$ cat config.mk
export PLATFORM = sky130hd
export DESIGN_NAME = fifo_rd_streamer
export DESIGN_NICKNAME = d
export VERILOG_FILES = /design/src/rtl/fifo_stream_pkg.sv /design/src/rtl/fifo_skid_buf.sv /design/src/rtl/fifo_rd_streamer.sv
export SDC_FILE = /design/constraint.sdc
export NUM_CORES = 1
export LEC_CHECK = 0
export ABC_CLOCK_PERIOD_IN_PS = 2200
export CORE_MARGIN = 2
export CORE_UTILIZATION = 45
export DETAILED_ROUTE_END_ITERATION = 16
export PLACE_DENSITY = 0.75
export SLEW_MARGIN = 5
export SYNTH_ARGS = -nofsm -noshare
export SYNTH_HDL_FRONTEND = slang
export SYNTH_SLANG_ARGS = --single-unit
export TNS_END_PERCENT = 10
$ cat constraint.sdc
create_clock -name clk -period 2.2 [get_ports clk]
set_input_delay 0.44 -clock clk [delete_from_list [all_inputs] [get_ports clk]]
set_output_delay 0.44 -clock clk [all_outputs]
set_load 0.005 [all_outputs]
$ cat src/rtl/fifo_stream_pkg.sv
// ---------------------------------------------------------------------------
// fifo_stream_pkg
// Shared types and constants for the syn_fifo read-side streamer.
//   state_t            : streamer FSM state (IDLE / ACTIVE / DRAIN)
//   DEFAULT_DATA_WIDTH : default beat width
//   DEFAULT_CNT_WIDTH  : default accepted-beat counter width
//   SKID_DEPTH         : skid buffer entries (covers one cycle of read latency
//                        plus one beat held under backpressure)
//   fill_after()       : skid occupancy after this cycle's push/pop
// ---------------------------------------------------------------------------
package fifo_stream_pkg;

  localparam int DEFAULT_DATA_WIDTH = 8;
  localparam int DEFAULT_CNT_WIDTH  = 16;
  localparam int SKID_DEPTH         = 2;

  typedef enum logic [1:0] {
    IDLE   = 2'd0,
    ACTIVE = 2'd1,
    DRAIN  = 2'd2
  } state_t;

  // Occupancy never exceeds SKID_DEPTH (2), so two bits are enough.
  function automatic logic [1:0] fill_after(input logic [1:0] occ,
                                            input logic       push,
                                            input logic       pop);
    return occ + {1'b0, push} - {1'b0, pop};
  endfunction

endpackage

$ cat src/rtl/fifo_skid_buf.sv
// ---------------------------------------------------------------------------
// fifo_skid_buf
// Two-entry ring buffer that catches FIFO read data arriving one cycle after
// the read was issued and presents it in strict arrival order.
// Ports:
//   clk          in   clock, rising edge
//   rst          in   asynchronous active-high reset (clears contents)
//   i_push       in   write i_push_data this cycle
//   i_push_data  in   data to store
//   i_pop        in   retire the oldest entry this cycle
//   o_head_data  out  oldest entry (0 after reset)
//   o_occ        out  number of valid entries, 0..2
// ---------------------------------------------------------------------------
module fifo_skid_buf
  import fifo_stream_pkg::*;
#(
  parameter int DATA_WIDTH = DEFAULT_DATA_WIDTH
) (
  input  logic                  clk,
  input  logic                  rst,
  input  logic                  i_push,
  input  logic [DATA_WIDTH-1:0] i_push_data,
  input  logic                  i_pop,
  output logic [DATA_WIDTH-1:0] o_head_data,
  output logic [1:0]            o_occ
);

  logic [DATA_WIDTH-1:0] r_mem [SKID_DEPTH];
  logic                  r_wr_ptr;
  logic                  r_rd_ptr;
  logic [1:0]            r_occ;

  // NOTE: the storage is only two entries, so it is reset along with the
  // pointers; this discards stale beats on reset and makes the head read 0.
  always_ff @(posedge clk or posedge rst) begin
    if (rst) begin
      for (int i = 0; i < SKID_DEPTH; i++) begin
        r_mem[i] <= '0;
      end
      r_wr_ptr <= 1'b0;
      r_rd_ptr <= 1'b0;
      r_occ    <= 2'd0;
    end else begin
      // NOTE: non-blocking assignments let every flop sample the pre-edge
      // pointer values, so push and pop in the same cycle don't interfere.
      if (i_push) begin
        r_mem[r_wr_ptr] <= i_push_data;
        r_wr_ptr        <= ~r_wr_ptr;
      end
      if (i_pop) begin
        r_rd_ptr <= ~r_rd_ptr;
      end
      r_occ <= fill_after(r_occ, i_push, i_pop);
    end
  end

  assign o_head_data = r_mem[r_rd_ptr];
  assign o_occ       = r_occ;

  // Upstream issue logic guarantees these never happen.
  a_no_overflow : assert property (@(posedge clk) disable iff (rst)
    !(i_push && !i_pop && (r_occ == 2'(SKID_DEPTH))));
  a_no_underflow : assert property (@(posedge clk) disable iff (rst)
    !(i_pop && (r_occ == 2'd0)));

endmodule

$ cat src/rtl/fifo_rd_streamer.sv
// ---------------------------------------------------------------------------
// fifo_rd_streamer
// Drains syn_fifo into a valid/ready stream. Reads are issued only when the
// skid buffer is guaranteed to have room for the data one cycle later, which
// sustains one beat per cycle while never overflowing under backpressure.
// Ports:
//   clk            in   clock, rising edge
//   rst            in   asynchronous active-high reset (shared with syn_fifo)
//   en             in   0 stops new reads; data already in flight still drains
//   fifo_empty     in   syn_fifo empty flag
//   fifo_data_out  in   syn_fifo read data, valid the cycle after a read
//   fifo_rd_cs     out  syn_fifo read chip select (same as fifo_rd_en)
//   fifo_rd_en     out  syn_fifo read enable
//   m_valid        out  output beat valid
//   m_data         out  output beat data, oldest buffered entry
//   m_ready        in   downstream accept
//   busy           out  read in flight or buffered data present
//   beat_cnt       out  accepted beats, wraps at 2^CNT_WIDTH
// Timing: read issued in cycle t -> data lands end of t+1 -> m_valid in t+2.
// ---------------------------------------------------------------------------
module fifo_rd_streamer
  import fifo_stream_pkg::*;
#(
  parameter int DATA_WIDTH = DEFAULT_DATA_WIDTH,
  parameter int CNT_WIDTH  = DEFAULT_CNT_WIDTH
) (
  input  logic                  clk,
  input  logic                  rst,
  input  logic                  en,
  input  logic                  fifo_empty,
  input  logic [DATA_WIDTH-1:0] fifo_data_out,
  output logic                  fifo_rd_cs,
  output logic                  fifo_rd_en,
  output logic                  m_valid,
  output logic [DATA_WIDTH-1:0] m_data,
  input  logic                  m_ready,
  output logic                  busy,
  output logic [CNT_WIDTH-1:0]  beat_cnt
);

  state_t               r_state;
  logic                 r_busy;
  logic                 r_pend;
  logic [CNT_WIDTH-1:0] r_beat_cnt;

  logic       w_pop;
  logic       w_issue;
  logic [1:0] w_occ;
  logic [1:0] w_occ_next;

  // -------------------------------------------------------------------------
  // Skid buffer: every completed read (r_pend) lands here.
  // -------------------------------------------------------------------------
  fifo_skid_buf #(
    .DATA_WIDTH (DATA_WIDTH)
  ) u_skid (
    .clk         (clk),
    .rst         (rst),
    .i_push      (r_pend),
    .i_push_data (fifo_data_out),
    .i_pop       (w_pop),
    .o_head_data (m_data),
    .o_occ       (w_occ)
  );

  assign m_valid    = (w_occ != 2'd0);
  assign w_pop      = m_valid & m_ready;
  assign w_occ_next = fill_after(w_occ, r_pend, w_pop);

  // A read issued now lands next cycle on top of w_occ_next entries, so it
  // is only safe while w_occ_next leaves a free slot. Counting this cycle's
  // pop keeps the pipe full at one beat per cycle under m_ready=1.
  assign w_issue = ~rst & en & ~fifo_empty & (w_occ_next < 2'(SKID_DEPTH));

  assign fifo_rd_cs = w_issue;
  assign fifo_rd_en = w_issue;

  // -------------------------------------------------------------------------
  // Read-in-flight flag, FSM and beat counter.
  // -------------------------------------------------------------------------
  always_ff @(posedge clk or posedge rst) begin
    if (rst) begin
      r_pend     <= 1'b0;
      r_state    <= IDLE;
      r_busy     <= 1'b0;
      r_beat_cnt <= '0;
    end else begin
      r_pend <= w_issue;

      if (w_pop) begin
        r_beat_cnt <= r_beat_cnt + CNT_WIDTH'(1);
      end

      // r_busy mirrors (next state != IDLE) so busy comes straight from a flop.
      case (r_state)
        IDLE: begin
          if (w_issue) begin
            r_state <= ACTIVE;
            r_busy  <= 1'b1;
          end
        end
        ACTIVE: begin
          if (!w_issue) begin
            // Going fully idle takes priority over draining when the last
            // buffered beat leaves this very cycle.
            if (!r_pend && (w_occ_next == 2'd0)) begin
              r_state <= IDLE;
              r_busy  <= 1'b0;
            end else if (r_pend || (w_occ != 2'd0)) begin
              r_state <= DRAIN;
            end
          end
        end
        DRAIN: begin
          if (w_issue) begin
            r_state <= ACTIVE;
          end else if (!r_pend && (w_occ_next == 2'd0)) begin
            r_state <= IDLE;
            r_busy  <= 1'b0;
          end
        end
        default: begin
          r_state <= IDLE;
          r_busy  <= 1'b0;
        end
      endcase
    end
  end

  assign busy     = r_busy;
  assign beat_cnt = r_beat_cnt;

  // -------------------------------------------------------------------------
  // Simulation checks on the invariants the issue logic relies on.
  // -------------------------------------------------------------------------
  a_skid_bound : assert property (@(posedge clk) disable iff (rst)
    (({1'b0, w_occ} + {2'b00, r_pend}) <= 3'(SKID_DEPTH)));
  a_no_read_when_empty : assert property (@(posedge clk) disable iff (rst)
    !(fifo_rd_en && fifo_empty));
  a_busy_matches_state : assert property (@(posedge clk) disable iff (rst)
    (busy == (r_state != IDLE)));
  a_data_held : assert property (@(posedge clk) disable iff (rst)
    (m_valid && !m_ready) |=> (m_valid && $stable(m_data)));

endmodule

==> key figures <==
Status
  – Status: complete, but fails checks
  – Failing checks: setup timing

Power and ir drop
  – Worst VDD drop: approximately 0.67 mV
  – Sw power: 0.9921 mW
  – PwrDens: approximately 1300 nW/µm²
  – Sw Ratio: 30.76%
  – Combinational share of power: a little under half
  – Static Leak: approximately 1.1 nW
  – Sequential fraction of design power: 38.2%
  – Clock power frac: between 10% and 20%
  – Pint: roughly 2.2 mW

Final layout
  – Commonest non-fill, non-tap cell in the layout: dfrtp_1
  – Fraction of layout cells with a size suffix above 1: between 20 and 30%
  – NumNets Final: roughly 230
  – Antenna diode count: 0
  – # fillers: approximately 300
  – Commonest cells after routing, fill and taps aside: dfrtp_1, clkdlybuf4s50_1, mux2_2
  – Area delta synth->final: 36.33%
  – Post-route cell area: between 2000 and 3000 µm²
  – Post-route insts no fill: approximately 260

Timing
  – Final Hold Fails: 0
  – Final setup fails: 5
  – Unrepaired setup endpoints after global routing: yes
  – Clk_skew: 0.004911 ns
  – Crit path time final: around 2.5 ns
  – Period utilization: 114.2%
  – Max_slew headroom: approximately 68%
  – Fmax achieved: between 0.3 and 0.4 GHz
  – Final setup margin: -0.3120 ns
  – Max-slew violation count: 0
  – Worst Max-Slew Pin Slew: 0.4865 ns
  – Min Hold Slack: 0.4674 ns

Clock tree
  – Root Buffer: clkbuf_8
  – Worst-skew pair later-pin latency: roughly 0.28 ns
  – Post-CTS Hold Buffers: 0
  – CTS Buf Count: 5
  – CTS tree: done
  – TritonCTS sink count: 40
  – Deepest clock path buffer count: 2
  – Clk pin slew, worst setup/hold paths: 0.07 ns
  – H-tree levels: 2

Worst hold path
  – Hold path cells: 1
  – Hold Path Origin: beat_cnt[15]$_DFFE_PP0P_
  – Hold Path Class: flop to flop

Synthesis
  – Mapped Nets: roughly 170
  – Seq/Total Area, Yosys: a little over half
  – Netlist cell types: 30
  – Post-synth EDFFs: 0
  – Synth Flop Type: dfrtp_1
  – Cells after synthesis: roughly 150
  – Synthesized cell area: about 1900 µm²
  – Mean post-synth cell area: about 13 µm²
  – YS warnings: 0
  – Ys async rst share: 100.0%
  – Number of synthesized register bits: 40

Setup path
  – Reg2Reg Depth: 10
  – CP max FO: 3
  – Crit. End Element: flop
  – Req. time, crit path: approximately 2.4 ns
  – R2r startpoint: u_skid.o_occ[0]$_DFF_PP0_
  – CP Launch Type: flop
  – WS Path Type: flop to flop
  – Critical Path AT: around 2.7 ns
  – Worst Setup SP: u_skid.o_occ[0]$_DFF_PP0_

Placement
  – Placed insts: between 200 and 250
  – Hpwl dp: approximately 2600 µm
  – Placed Area: between 2000 and 2500 µm²
  – Number of port buffers: 40
  – Placer Congestion: between 0.7 and 0.8

Floorplan
  – Die area: 4671 µm²
  – Die H: around 70 µm
  – Initial core utilization: approximately 47%
  – Core area: roughly 4000 µm²
  – IO Pins: 41
  – Row count: 23
  – Die width: roughly 68 µm

Drt
  – DR DRC count: 0
  – Via count: between 1000 and 1500
  – Final WL: between 3000 and 4000 µm
  – Routed len/inst: 13.99 µm
  – Final ANT Viol Nets: 0
  – Pre-Repair DR Iteration Count: 4
  – 1st-iter DRT viols: 42
  – Vias per std cell: ~5.0

GRT
  – Initial antenna violation count: 0
  – Vias in the first global route: about 1300
  – Grt total ovfl: 0
  – First-pass GRT wire length: between 5000 and 6000 µm
  – Pin count of the biggest net entering global routing: 41
  – GR Util All Layers: approximately 16%

Job
  – Maxcap violations: 0
[flip-flops by register name (all words and copies together), names as in the netlist]
| name | flops |
|---|---|
| beat_cnt | 16 |
| u_skid.o_occ | 2 |
| u_skid.r_wr_ptr | 1 |
| u_skid.r_mem | 16 |
| r_pend | 1 |
| r_state | 2 |
| u_skid.r_rd_ptr | 1 |
| busy | 1 |
[path summary, 6_finish.rpt]
path,slack (ns),end
setup / recovery,-0.31,r_state[0]$_DFFE_PP0P_
hold / removal,0.47,beat_cnt[15]$_DFFE_PP0P_
setup reg to reg,-0.31,r_state[0]$_DFFE_PP0P_
hold reg to reg,0.47,beat_cnt[15]$_DFFE_PP0P_
max in group asynchronous,1.23,u_skid.r_rd_ptr$_DFFE_PP0P_
min in group asynchronous,0.61,beat_cnt[6]$_DFFE_PP0P_
[area by class of cell]
type,instances,area [µm²],share of cell area (%)
Sequential cell,40,1002,39.46
Multi-Input combinational cell,96,839.6,33.05
Tap cell,50,62.56,2.463
Inverter,7,26.28,1.034
Clock buffer,8,90.09,3.547
Timing Repair Buffer,56,519.2,20.44
[power by group through the flow]
stage,clock network (mW),logic [mW],registers (mW)
after detailed placement,0,1.36,1.24
after CTS,0.500,1.45,1.23
after global routing,0.543,1.67,1.27
after global placement,0,1.30,1.21
after floorplan,0,0.807,1.17
final,0.481,1.51,1.23
[cell usage after synthesis (2+ instances only)]
library cell / count / area (µm²)
a21oi_1: 4 / 20.02
and4_1: 2 / 17.52
buf_4: 2 / 15.01
clkbuf_1: 3 / 11.26
dfrtp_1: 40 / 1001
ha_1: 7 / 87.58
inv_1: 7 / 26.28
mux2_2: 25 / 281.5
nand2_1: 7 / 26.28
nand3_1: 3 / 15.01
nand4_1: 5 / 31.28
nor2_1: 8 / 30.03
nor3_1: 2 / 10.01
xnor2_1: 9 / 78.83
xor2_1: 9 / 78.83
[per-layer routing]
metal  track usage (%)  part of all wire (%)  up-vias
met2             28.64                    54       27
met5                 0                     0        -
met3             4.112                   4.3        2
li1                  -                     -      624
met1             19.62                    41      642
met4             6.000                  0.25        0
[worst max-delay path, cell delays in order, from the launching register on]
cell     delay, ns
dfrtp_1       0.40
o21a_1        0.21
ha_1          0.28
inv_2         0.07
ha_4          0.12
xor3_2        0.28
buf_4         0.16
nor4_2        0.32
nor3_4        0.06
a21o_1        0.19
mux2_4        0.30
[cell families (layout without fill, tap and decap cells)]
kind of cell | count (synthesis) | in the layout | synth area share [%]
flops | 40 | 40 | 53.73
simple gates | 36 | 36 | 10.61
mux | 26 | 26 | 15.92
xor+xnor | 19 | 19 | 9.805
buf+inv | 12 | 71 | 2.821
compound gates | 8 | 8 | 2.418
fa+ha+maj | 7 | 7 | 4.701
[timing repair]
action,4_1_cts,5_1_grt
setup endpoints to repair,5,13
buffers inserted,5,2
gates resized for setup,14,4
pin swaps,5,3
[metrics by stage]
stage / TNS, ns / power, mW / worst slack (ns) / utilization [%]
2_1_floorplan: -0.3558 / 1.980 / -0.1290 / -
3_3_place_gp: -2.874 / 2.512 / -0.6982 / 59.18
3_5_place_dp: -3.275 / 2.603 / -0.7671 / 59.18
4_1_cts: -1.457 / 3.176 / -0.3384 / 62.65
5_1_grt: -1.331 / 3.478 / -0.4054 / 63.50
6_report: -0.9893 / 3.225 / -0.3120 / 63.50
Power figures use the tool's default switching activity.
